### src/rtl/lc3_datapath_param_if.sv
`default_nettype none
// ============================================================================
// Module : lc3_datapath_param_if
// Brief  : Control/status bundle between the ISDU and the LC-3 datapath.
// Rev    : 1.0  initial release
// ============================================================================
interface lc3_datapath_param_if #(
  parameter int DATA_W = 16,
  parameter int ADDR_W = 20
);
  logic              ld_pc, ld_ir, ld_mar, ld_mdr, ld_reg, ld_cc, ld_ben;
  logic              GatePC, GateMDR, GateALU, GateMARMUX;
  logic [1:0]        pcmux_sel;
  logic              drmux_sel, sr1mux_sel, sr2mux_sel, addr1mux_sel;
  logic [1:0]        addr2mux_sel;
  logic [1:0]        aluk;
  logic              mio_en;
  logic [DATA_W-1:0] mem_rdata;
  logic [ADDR_W-1:0] mem_address;
  logic [DATA_W-1:0] mem_wdata;
  logic [DATA_W-1:0] IR;
  logic [DATA_W-1:0] PC;
  logic              BEN;
  logic [2:0]        nzp;
  logic              bus_conflict;
  logic              bus_err_sticky;

  modport master (
    output ld_pc, ld_ir, ld_mar, ld_mdr, ld_reg, ld_cc, ld_ben,
    output GatePC, GateMDR, GateALU, GateMARMUX,
    output pcmux_sel, drmux_sel, sr1mux_sel, sr2mux_sel, addr1mux_sel, addr2mux_sel,
    output aluk, mio_en, mem_rdata,
    input  mem_address, mem_wdata, IR, PC, BEN, nzp, bus_conflict, bus_err_sticky
  );

  modport slave (
    input  ld_pc, ld_ir, ld_mar, ld_mdr, ld_reg, ld_cc, ld_ben,
    input  GatePC, GateMDR, GateALU, GateMARMUX,
    input  pcmux_sel, drmux_sel, sr1mux_sel, sr2mux_sel, addr1mux_sel, addr2mux_sel,
    input  aluk, mio_en, mem_rdata,
    output mem_address, mem_wdata, IR, PC, BEN, nzp, bus_conflict, bus_err_sticky
  );
endinterface
`default_nettype wire

### src/rtl/lc3_datapath_param.sv
`default_nettype none
// ============================================================================
// Module : lc3_datapath_param
// Brief  : Parametrised LC-3 datapath with single gated bus and contention flag.
// Rev    : 1.0  initial release
// ============================================================================
module lc3_datapath_param #(
  parameter int          DATA_W   = 16,
  parameter int          ADDR_W   = 20,
  parameter logic [63:0] RESET_PC = 64'd0
) (
  input  wire logic            clk,
  input  wire logic            reset,
  lc3_datapath_param_if.slave  io_dp
);
  localparam logic [DATA_W-1:0] c_reset_pc = DATA_W'(RESET_PC);

  logic [DATA_W-1:0] r_pc, r_ir, r_mar, r_mdr;
  logic [DATA_W-1:0] r_rf [8];
  logic [2:0]        r_nzp;
  logic              r_ben, r_err;

  logic [3:0]        w_gates;
  logic              w_conflict;
  logic [2:0]        w_sr1_idx, w_dr;
  logic [DATA_W-1:0] w_sr1, w_sr2, w_alu, w_addr1, w_addr2, w_adder;
  logic [DATA_W-1:0] w_bus, w_pcmux, w_mdr_in;
  logic [DATA_W-1:0] w_imm5, w_off6, w_off9, w_off11;

  assign w_imm5  = {{(DATA_W-5){r_ir[4]}},   r_ir[4:0]};
  assign w_off6  = {{(DATA_W-6){r_ir[5]}},   r_ir[5:0]};
  assign w_off9  = {{(DATA_W-9){r_ir[8]}},   r_ir[8:0]};
  assign w_off11 = {{(DATA_W-11){r_ir[10]}}, r_ir[10:0]};

  assign w_sr1_idx = io_dp.sr1mux_sel ? r_ir[11:9] : r_ir[8:6];
  assign w_dr      = io_dp.drmux_sel  ? 3'd7       : r_ir[11:9];
  assign w_sr1     = r_rf[w_sr1_idx];
  assign w_sr2     = io_dp.sr2mux_sel ? w_imm5 : r_rf[r_ir[2:0]];

  always_comb begin
    w_alu = w_sr1;
    case (io_dp.aluk)
      2'd0:    w_alu = w_sr1 + w_sr2;
      2'd1:    w_alu = w_sr1 & w_sr2;
      2'd2:    w_alu = ~w_sr1;
      default: w_alu = w_sr1;
    endcase
  end

  assign w_addr1 = io_dp.addr1mux_sel ? w_sr1 : r_pc;

  always_comb begin
    w_addr2 = '0;
    case (io_dp.addr2mux_sel)
      2'd1:    w_addr2 = w_off6;
      2'd2:    w_addr2 = w_off9;
      2'd3:    w_addr2 = w_off11;
      default: w_addr2 = '0;
    endcase
  end

  assign w_adder = w_addr1 + w_addr2;

  // Anything other than a single active gate leaves the bus at zero.
  assign w_gates    = {io_dp.GatePC, io_dp.GateMDR, io_dp.GateALU, io_dp.GateMARMUX};
  assign w_conflict = (w_gates & (w_gates - 4'd1)) != 4'd0;

  always_comb begin
    w_bus = '0;
    case (w_gates)
      4'b1000: w_bus = r_pc;
      4'b0100: w_bus = r_mdr;
      4'b0010: w_bus = w_alu;
      4'b0001: w_bus = w_adder;
      default: w_bus = '0;
    endcase
  end

  always_comb begin
    w_pcmux = r_pc;
    case (io_dp.pcmux_sel)
      2'd0:    w_pcmux = r_pc + 1'b1;
      2'd1:    w_pcmux = w_bus;
      2'd2:    w_pcmux = w_adder;
      default: w_pcmux = r_pc;
    endcase
  end

  assign w_mdr_in = io_dp.mio_en ? io_dp.mem_rdata : w_bus;

  always_ff @(posedge clk) begin
    if (reset) begin
      r_pc  <= c_reset_pc;
      r_ir  <= '0;
      r_mar <= '0;
      r_mdr <= '0;
      r_nzp <= 3'b010;
      r_ben <= 1'b0;
      r_err <= 1'b0;
      for (int i = 0; i < 8; i++) r_rf[i] <= '0;
    end else begin
      if (io_dp.ld_pc)  r_pc  <= w_pcmux;
      if (io_dp.ld_ir)  r_ir  <= w_bus;
      if (io_dp.ld_mar) r_mar <= w_bus;
      if (io_dp.ld_mdr) r_mdr <= w_mdr_in;
      if (io_dp.ld_reg) r_rf[w_dr] <= w_bus;
      if (io_dp.ld_cc)
        r_nzp <= {w_bus[DATA_W-1], w_bus == '0, !w_bus[DATA_W-1] && (w_bus != '0)};
      // Old IR and old nzp are sampled, so same-cycle ld_ir/ld_cc do not leak in.
      if (io_dp.ld_ben) r_ben <= |(r_ir[11:9] & r_nzp);
      if (w_conflict)   r_err <= 1'b1;
    end
  end

  assign io_dp.mem_address    = ADDR_W'(r_mar);
  assign io_dp.mem_wdata      = r_mdr;
  assign io_dp.IR             = r_ir;
  assign io_dp.PC             = r_pc;
  assign io_dp.BEN            = r_ben;
  assign io_dp.nzp            = r_nzp;
  assign io_dp.bus_conflict   = w_conflict;
  assign io_dp.bus_err_sticky = r_err;
endmodule
`default_nettype wire
### src/flat_wrapper.sv
// flat-port wrapper written by rule: the top's interface ports become plain ports
module lc3_datapath_param_flat 
#(
  parameter int          DATA_W   = 16,
  parameter int          ADDR_W   = 20,
  parameter logic [63:0] RESET_PC = 64'd0
)
  (clk, reset, io_dp_ld_pc, io_dp_ld_ir, io_dp_ld_mar, io_dp_ld_mdr, io_dp_ld_reg, io_dp_ld_cc, io_dp_ld_ben, io_dp_GatePC, io_dp_GateMDR, io_dp_GateALU, io_dp_GateMARMUX, io_dp_pcmux_sel, io_dp_drmux_sel, io_dp_sr1mux_sel, io_dp_sr2mux_sel, io_dp_addr1mux_sel, io_dp_addr2mux_sel, io_dp_aluk, io_dp_mio_en, io_dp_mem_rdata, io_dp_mem_address, io_dp_mem_wdata, io_dp_IR, io_dp_PC, io_dp_BEN, io_dp_nzp, io_dp_bus_conflict, io_dp_bus_err_sticky);
  lc3_datapath_param_if #(.DATA_W(DATA_W), .ADDR_W(ADDR_W)) io_dp_i ();
  input  wire logic clk;
  input  wire logic reset;
  input wire logic [$bits(io_dp_i.ld_pc)-1:0] io_dp_ld_pc;
  input wire logic [$bits(io_dp_i.ld_ir)-1:0] io_dp_ld_ir;
  input wire logic [$bits(io_dp_i.ld_mar)-1:0] io_dp_ld_mar;
  input wire logic [$bits(io_dp_i.ld_mdr)-1:0] io_dp_ld_mdr;
  input wire logic [$bits(io_dp_i.ld_reg)-1:0] io_dp_ld_reg;
  input wire logic [$bits(io_dp_i.ld_cc)-1:0] io_dp_ld_cc;
  input wire logic [$bits(io_dp_i.ld_ben)-1:0] io_dp_ld_ben;
  input wire logic [$bits(io_dp_i.GatePC)-1:0] io_dp_GatePC;
  input wire logic [$bits(io_dp_i.GateMDR)-1:0] io_dp_GateMDR;
  input wire logic [$bits(io_dp_i.GateALU)-1:0] io_dp_GateALU;
  input wire logic [$bits(io_dp_i.GateMARMUX)-1:0] io_dp_GateMARMUX;
  input wire logic [$bits(io_dp_i.pcmux_sel)-1:0] io_dp_pcmux_sel;
  input wire logic [$bits(io_dp_i.drmux_sel)-1:0] io_dp_drmux_sel;
  input wire logic [$bits(io_dp_i.sr1mux_sel)-1:0] io_dp_sr1mux_sel;
  input wire logic [$bits(io_dp_i.sr2mux_sel)-1:0] io_dp_sr2mux_sel;
  input wire logic [$bits(io_dp_i.addr1mux_sel)-1:0] io_dp_addr1mux_sel;
  input wire logic [$bits(io_dp_i.addr2mux_sel)-1:0] io_dp_addr2mux_sel;
  input wire logic [$bits(io_dp_i.aluk)-1:0] io_dp_aluk;
  input wire logic [$bits(io_dp_i.mio_en)-1:0] io_dp_mio_en;
  input wire logic [$bits(io_dp_i.mem_rdata)-1:0] io_dp_mem_rdata;
  output wire logic [$bits(io_dp_i.mem_address)-1:0] io_dp_mem_address;
  output wire logic [$bits(io_dp_i.mem_wdata)-1:0] io_dp_mem_wdata;
  output wire logic [$bits(io_dp_i.IR)-1:0] io_dp_IR;
  output wire logic [$bits(io_dp_i.PC)-1:0] io_dp_PC;
  output wire logic [$bits(io_dp_i.BEN)-1:0] io_dp_BEN;
  output wire logic [$bits(io_dp_i.nzp)-1:0] io_dp_nzp;
  output wire logic [$bits(io_dp_i.bus_conflict)-1:0] io_dp_bus_conflict;
  output wire logic [$bits(io_dp_i.bus_err_sticky)-1:0] io_dp_bus_err_sticky;
  assign io_dp_i.ld_pc = io_dp_ld_pc;
  assign io_dp_i.ld_ir = io_dp_ld_ir;
  assign io_dp_i.ld_mar = io_dp_ld_mar;
  assign io_dp_i.ld_mdr = io_dp_ld_mdr;
  assign io_dp_i.ld_reg = io_dp_ld_reg;
  assign io_dp_i.ld_cc = io_dp_ld_cc;
  assign io_dp_i.ld_ben = io_dp_ld_ben;
  assign io_dp_i.GatePC = io_dp_GatePC;
  assign io_dp_i.GateMDR = io_dp_GateMDR;
  assign io_dp_i.GateALU = io_dp_GateALU;
  assign io_dp_i.GateMARMUX = io_dp_GateMARMUX;
  assign io_dp_i.pcmux_sel = io_dp_pcmux_sel;
  assign io_dp_i.drmux_sel = io_dp_drmux_sel;
  assign io_dp_i.sr1mux_sel = io_dp_sr1mux_sel;
  assign io_dp_i.sr2mux_sel = io_dp_sr2mux_sel;
  assign io_dp_i.addr1mux_sel = io_dp_addr1mux_sel;
  assign io_dp_i.addr2mux_sel = io_dp_addr2mux_sel;
  assign io_dp_i.aluk = io_dp_aluk;
  assign io_dp_i.mio_en = io_dp_mio_en;
  assign io_dp_i.mem_rdata = io_dp_mem_rdata;
  assign io_dp_mem_address = io_dp_i.mem_address;
  assign io_dp_mem_wdata = io_dp_i.mem_wdata;
  assign io_dp_IR = io_dp_i.IR;
  assign io_dp_PC = io_dp_i.PC;
  assign io_dp_BEN = io_dp_i.BEN;
  assign io_dp_nzp = io_dp_i.nzp;
  assign io_dp_bus_conflict = io_dp_i.bus_conflict;
  assign io_dp_bus_err_sticky = io_dp_i.bus_err_sticky;
  lc3_datapath_param #(.DATA_W(DATA_W), .ADDR_W(ADDR_W), .RESET_PC(RESET_PC)) u_core (.clk(clk), .reset(reset), .io_dp(io_dp_i));
endmodule
### config.mk
export PLATFORM = sky130hd
export DESIGN_NAME = lc3_datapath_param_flat
export DESIGN_NICKNAME = d
export VERILOG_FILES = /design/src/rtl/lc3_datapath_param_if.sv /design/src/rtl/lc3_datapath_param.sv /design/src/flat_wrapper.sv
export SDC_FILE = /design/constraint.sdc
export NUM_CORES = 1
export LEC_CHECK = 0
export BUFFER_PORTS_ARGS = -buffer_cell sky130_fd_sc_hd__buf_2
export CAP_MARGIN = 20
export CORE_ASPECT_RATIO = 1.75
export CORE_UTILIZATION = 55
export DETAILED_ROUTE_END_ITERATION = 10
export PLACE_DENSITY = 0.78
export RECOVER_POWER = 25
export SLEW_MARGIN = 20
export SYNTH_ARGS = -nofsm -noshare
export SYNTH_HDL_FRONTEND = slang
export SYNTH_SLANG_ARGS = --single-unit
### constraint.sdc
create_clock -name clk -period 4.6 [get_ports clk]
set_clock_uncertainty 0.05 [all_clocks]
set_input_delay 0 -clock clk [delete_from_list [all_inputs] [get_ports clk]]
set_output_delay 0 -clock clk [all_outputs]
set_load 0.02 [all_outputs]
==> flow_metrics.env <==
export IMPL_status="finished, final reports clean"
export IMPL_setup_tns_ns=0
export IMPL_final_cells=1997
export IMPL_p_total_w=0.005030
export IMPL_hold_violations=0
export IMPL_die_h_um=209.5
export IMPL_synthDistinctLibCells=94
export IMPL_dpl_cell_count=1924
export IMPL_row_count=75
export IMPL_synth_edf_count=128
export IMPL_initial_core_util_pct=56.32
export IMPL_timing_final_crit_period_ns=4.501
export IMPL_root_buffer="clkbuf_16"
export IMPL_crit_required_ns=4.89
export IMPL_max_freq_mhz=222.2
export IMPL_insertion_delay_ns=0.47
export IMPL_cts_buffers=17
export IMPL_critical_path_class="reg -> reg"
export IMPL_regArea_um2=5295
export IMPL_finalCritPeriodShare_pct=97.86
export IMPL_drtPass1Iterations=10
export IMPL_overflow=0
export IMPL_vias=13380
export IMPL_post_route_cell_area_um2=16000
export IMPL_critPathMaxFanout=9
export IMPL_synth_cells=1506
export IMPL_clock_sinks=200
export IMPL_crit_path_end_kind="register"
export IMPL_p_leak_nw=6.065
export IMPL_coreArea_um2=24020
export IMPL_io_buffers=109
export IMPL_drv_cap=0
export IMPL_arrival_ns=4.79
export IMPL_switchingPower_w=0.001703
export IMPL_p_seq_share_pct=41.3
export IMPL_grt_max_degree=51
export IMPL_grt_pass1_vias=12990
export IMPL_pwr_share_clk_pct=30.0
export IMPL_num_fill_cells=1998
export IMPL_cts_tree="yes"
export IMPL_die_area_um2=25260
export IMPL_max_stage_delay_ns=0.55
export IMPL_totalWireLength_mm=49.46
export IMPL_pwr_density_cell_nw_per_um2=314.4
export IMPL_max_slew_margin_pct=27.97
export IMPL_wl_per_cell_um=24.77
export IMPL_ant_nets=0
export IMPL_cp_slowest_cell="dfxtp_1"
export IMPL_grt_pass1_wl_mm=73.72
export IMPL_start_kind="register"
export IMPL_ys_flop_type="edfxtp_1"
export IMPL_cts_clk_slew_worst_paths_ns=0.08
export IMPL_via_per_inst=6.698
export IMPL_setup_violations_final=0
export IMPL_synth_seq_cells=200
export IMPL_ir_drop_v=0.0003876
export IMPL_dp_hpwl_mm=35.58
export IMPL_async_flop_share_pct=0
export IMPL_min_path_type="in -> reg"
export IMPL_drt_iter0_drc=2021
export IMPL_crit_chain="mux2_4 > buf_4 > nor2_1 > a32oi_1 > o21ai_2 > mux2i_1 > ha_1 > nor3_1 > buf_4 > nand2_1 > nor3_1 > a221oi_1 > o2111ai_1 > nor3_2 > and2_1 > and4_1 > and4_4 > o32ai_1"
export IMPL_synth_area_um2=13530
export IMPL_ys_warn_count=0
export IMPL_area_growth_syn_to_layout_pct=18.23
export IMPL_gp_congestion=1.049
export IMPL_swShare_pct=33.85
export IMPL_power_frac_comb_pct=28.7
export IMPL_layout_common_cells="nor2_1, buf_4, edfxtp_1"
export IMPL_p_int_w=0.003327
export IMPL_worst_slew_pin_slew_ns=1.080
export IMPL_drc=0
export IMPL_antenna_found_initial=1
export IMPL_slew_viol_final=0
export IMPL_multi_input_area_um2=7734
export IMPL_gr_usage_all_layers_pct=39.69
export IMPL_avgSynthCellArea_um2=8.984
export IMPL_utilization_pct=66.59
export IMPL_die_width_um=120.6
export IMPL_cts_max_path_buffers=2
export IMPL_yosysSeqAreaShare_pct=39.06
export IMPL_layout_commonest_cell="nor2_1"
export IMPL_nets=1752
export IMPL_drive_gt1_share_pct=19.79
export IMPL_placed_area_um2=14960
export IMPL_pin_count=114
export IMPL_htreeDepth=4
metrics by stage:
step | hold slack (ns) | setup slack (ns)
final | 0.01209 | 0.09859
after global routing | 0.04120 | -0.03245
after CTS | 0.003419 | 0.01309
after detailed placement | 0.1533 | -0.2743
after global placement | 0.1482 | -0.2619
after floorplan | 0.04562 | 0.06992
worst max-delay path: cells and delay by family (launching register included):
| kind | cells | cell delay [ns] |
|---|---|---|
| adders and majority gates | 1 | 0.41 |
| muxes | 2 | 0.46 |
| AOI/OAI and AO/OA | 5 | 1.08 |
| buffers and inverters | 2 | 0.41 |
| DFF | 1 | 0.55 |
| and+or+nand+nor | 8 | 1.40 |
cell families after synthesis:
family | Yosys count | synth area share [%]
compound gates | 417 | 20.66
simple gates | 566 | 19.29
xor+xnor | 24 | 1.554
other cells | 1 | 0.02772
flops | 200 | 39.06
buf+inv | 163 | 5.252
fa+ha+maj | 38 | 3.606
mux | 97 | 10.55
final timing paths:
check	from	end	slack (ns)	cells past startpoint
worst min-delay path	io_dp_GateALU	u_core.io_dp.bus_err_sticky$_SDFFE_PP0P_	0.01	5
worst max register to register	u_core.io_dp.IR[8]$_SDFFE_PP0P_	u_core.io_dp.nzp[0]$_SDFFE_PP0P_	0.1	18
worst max-delay path	u_core.io_dp.IR[8]$_SDFFE_PP0P_	u_core.io_dp.nzp[0]$_SDFFE_PP0P_	0.1	18
worst min register to register	u_core.io_dp.bus_err_sticky$_SDFFE_PP0P_	u_core.io_dp.bus_err_sticky$_SDFFE_PP0P_	0.43	2
area by class of cell:
| cell class | count | area share (%) |
|---|---|---|
| inverter | 41 | 0.9621 |
| multi-input combinational | 1146 | 48.35 |
| clock buffer | 18 | 2.816 |
| sequential | 200 | 33.10 |
| clock inverter | 14 | 0.8447 |
| antenna | 1 | 0.01564 |
| timing repair buffer | 269 | 11.51 |
| tap | 308 | 2.409 |
metal layers:
layer	global-route usage [%]	part of all wire [%]	up-vias
met1	41.68	32	6189
met3	10.33	10	326
met2	65.10	48	1014
li1	-	-	5847
met4	34.74	9.4	0
met5	0	0	-
Yosys cell counts (all sizes together), types with 16 or more instances:
cell type	instances	area, um2
a211oi	79	598.1
a21o	16	120.1
a21oi	94	474.2
buf	47	275.3
clkbuf	75	281.5
dfxtp	72	1441
edfxtp	128	3844
ha	35	437.9
inv	40	150.1
mux2i	52	549.3
mux4	32	720.7
nand2	120	450.4
nand2b	29	181.4
nand3	18	90.09
nor2	268	1006
nor2b	54	337.8
nor3	22	110.1
o21ai	88	440.4
o22ai	24	150.1
xnor2	16	140.1
flip-flops by register name, indices dropped and copies added (netlist names), named ones only:
name and cells:
u_core.io_dp.bus_err_sticky 1, u_core.io_dp.BEN 1, u_core.io_dp.nzp 3, u_core.io_dp.IR 16, u_core.r_rf 128, u_core.r_mar 16, u_core.io_dp.PC 16, u_core.io_dp.mem_wdata 16
what timing repair did:
action / 4_1_cts / 5_1_grt
setup endpoints to repair: 33 / 72
endpoints found under the hold margin: 22 / 0
gates cloned: 0 / 0
hold buffers: 19 / 0
setup buffers: 0 / 20
pin swaps: 1 / 12
resized for setup: 5 / 34
power groups by stage:
stage	registers (W)	logic (W)	clock network, W
after floorplan	0.00212	0.000835	0
after global placement	0.00211	0.00131	0
final	0.00208	0.00145	0.00151
after CTS	0.00207	0.00136	0.00151
after detailed placement	0.00211	0.00133	0
after global routing	0.00208	0.00154	0.00157
Power figures use the tool's default switching activity.
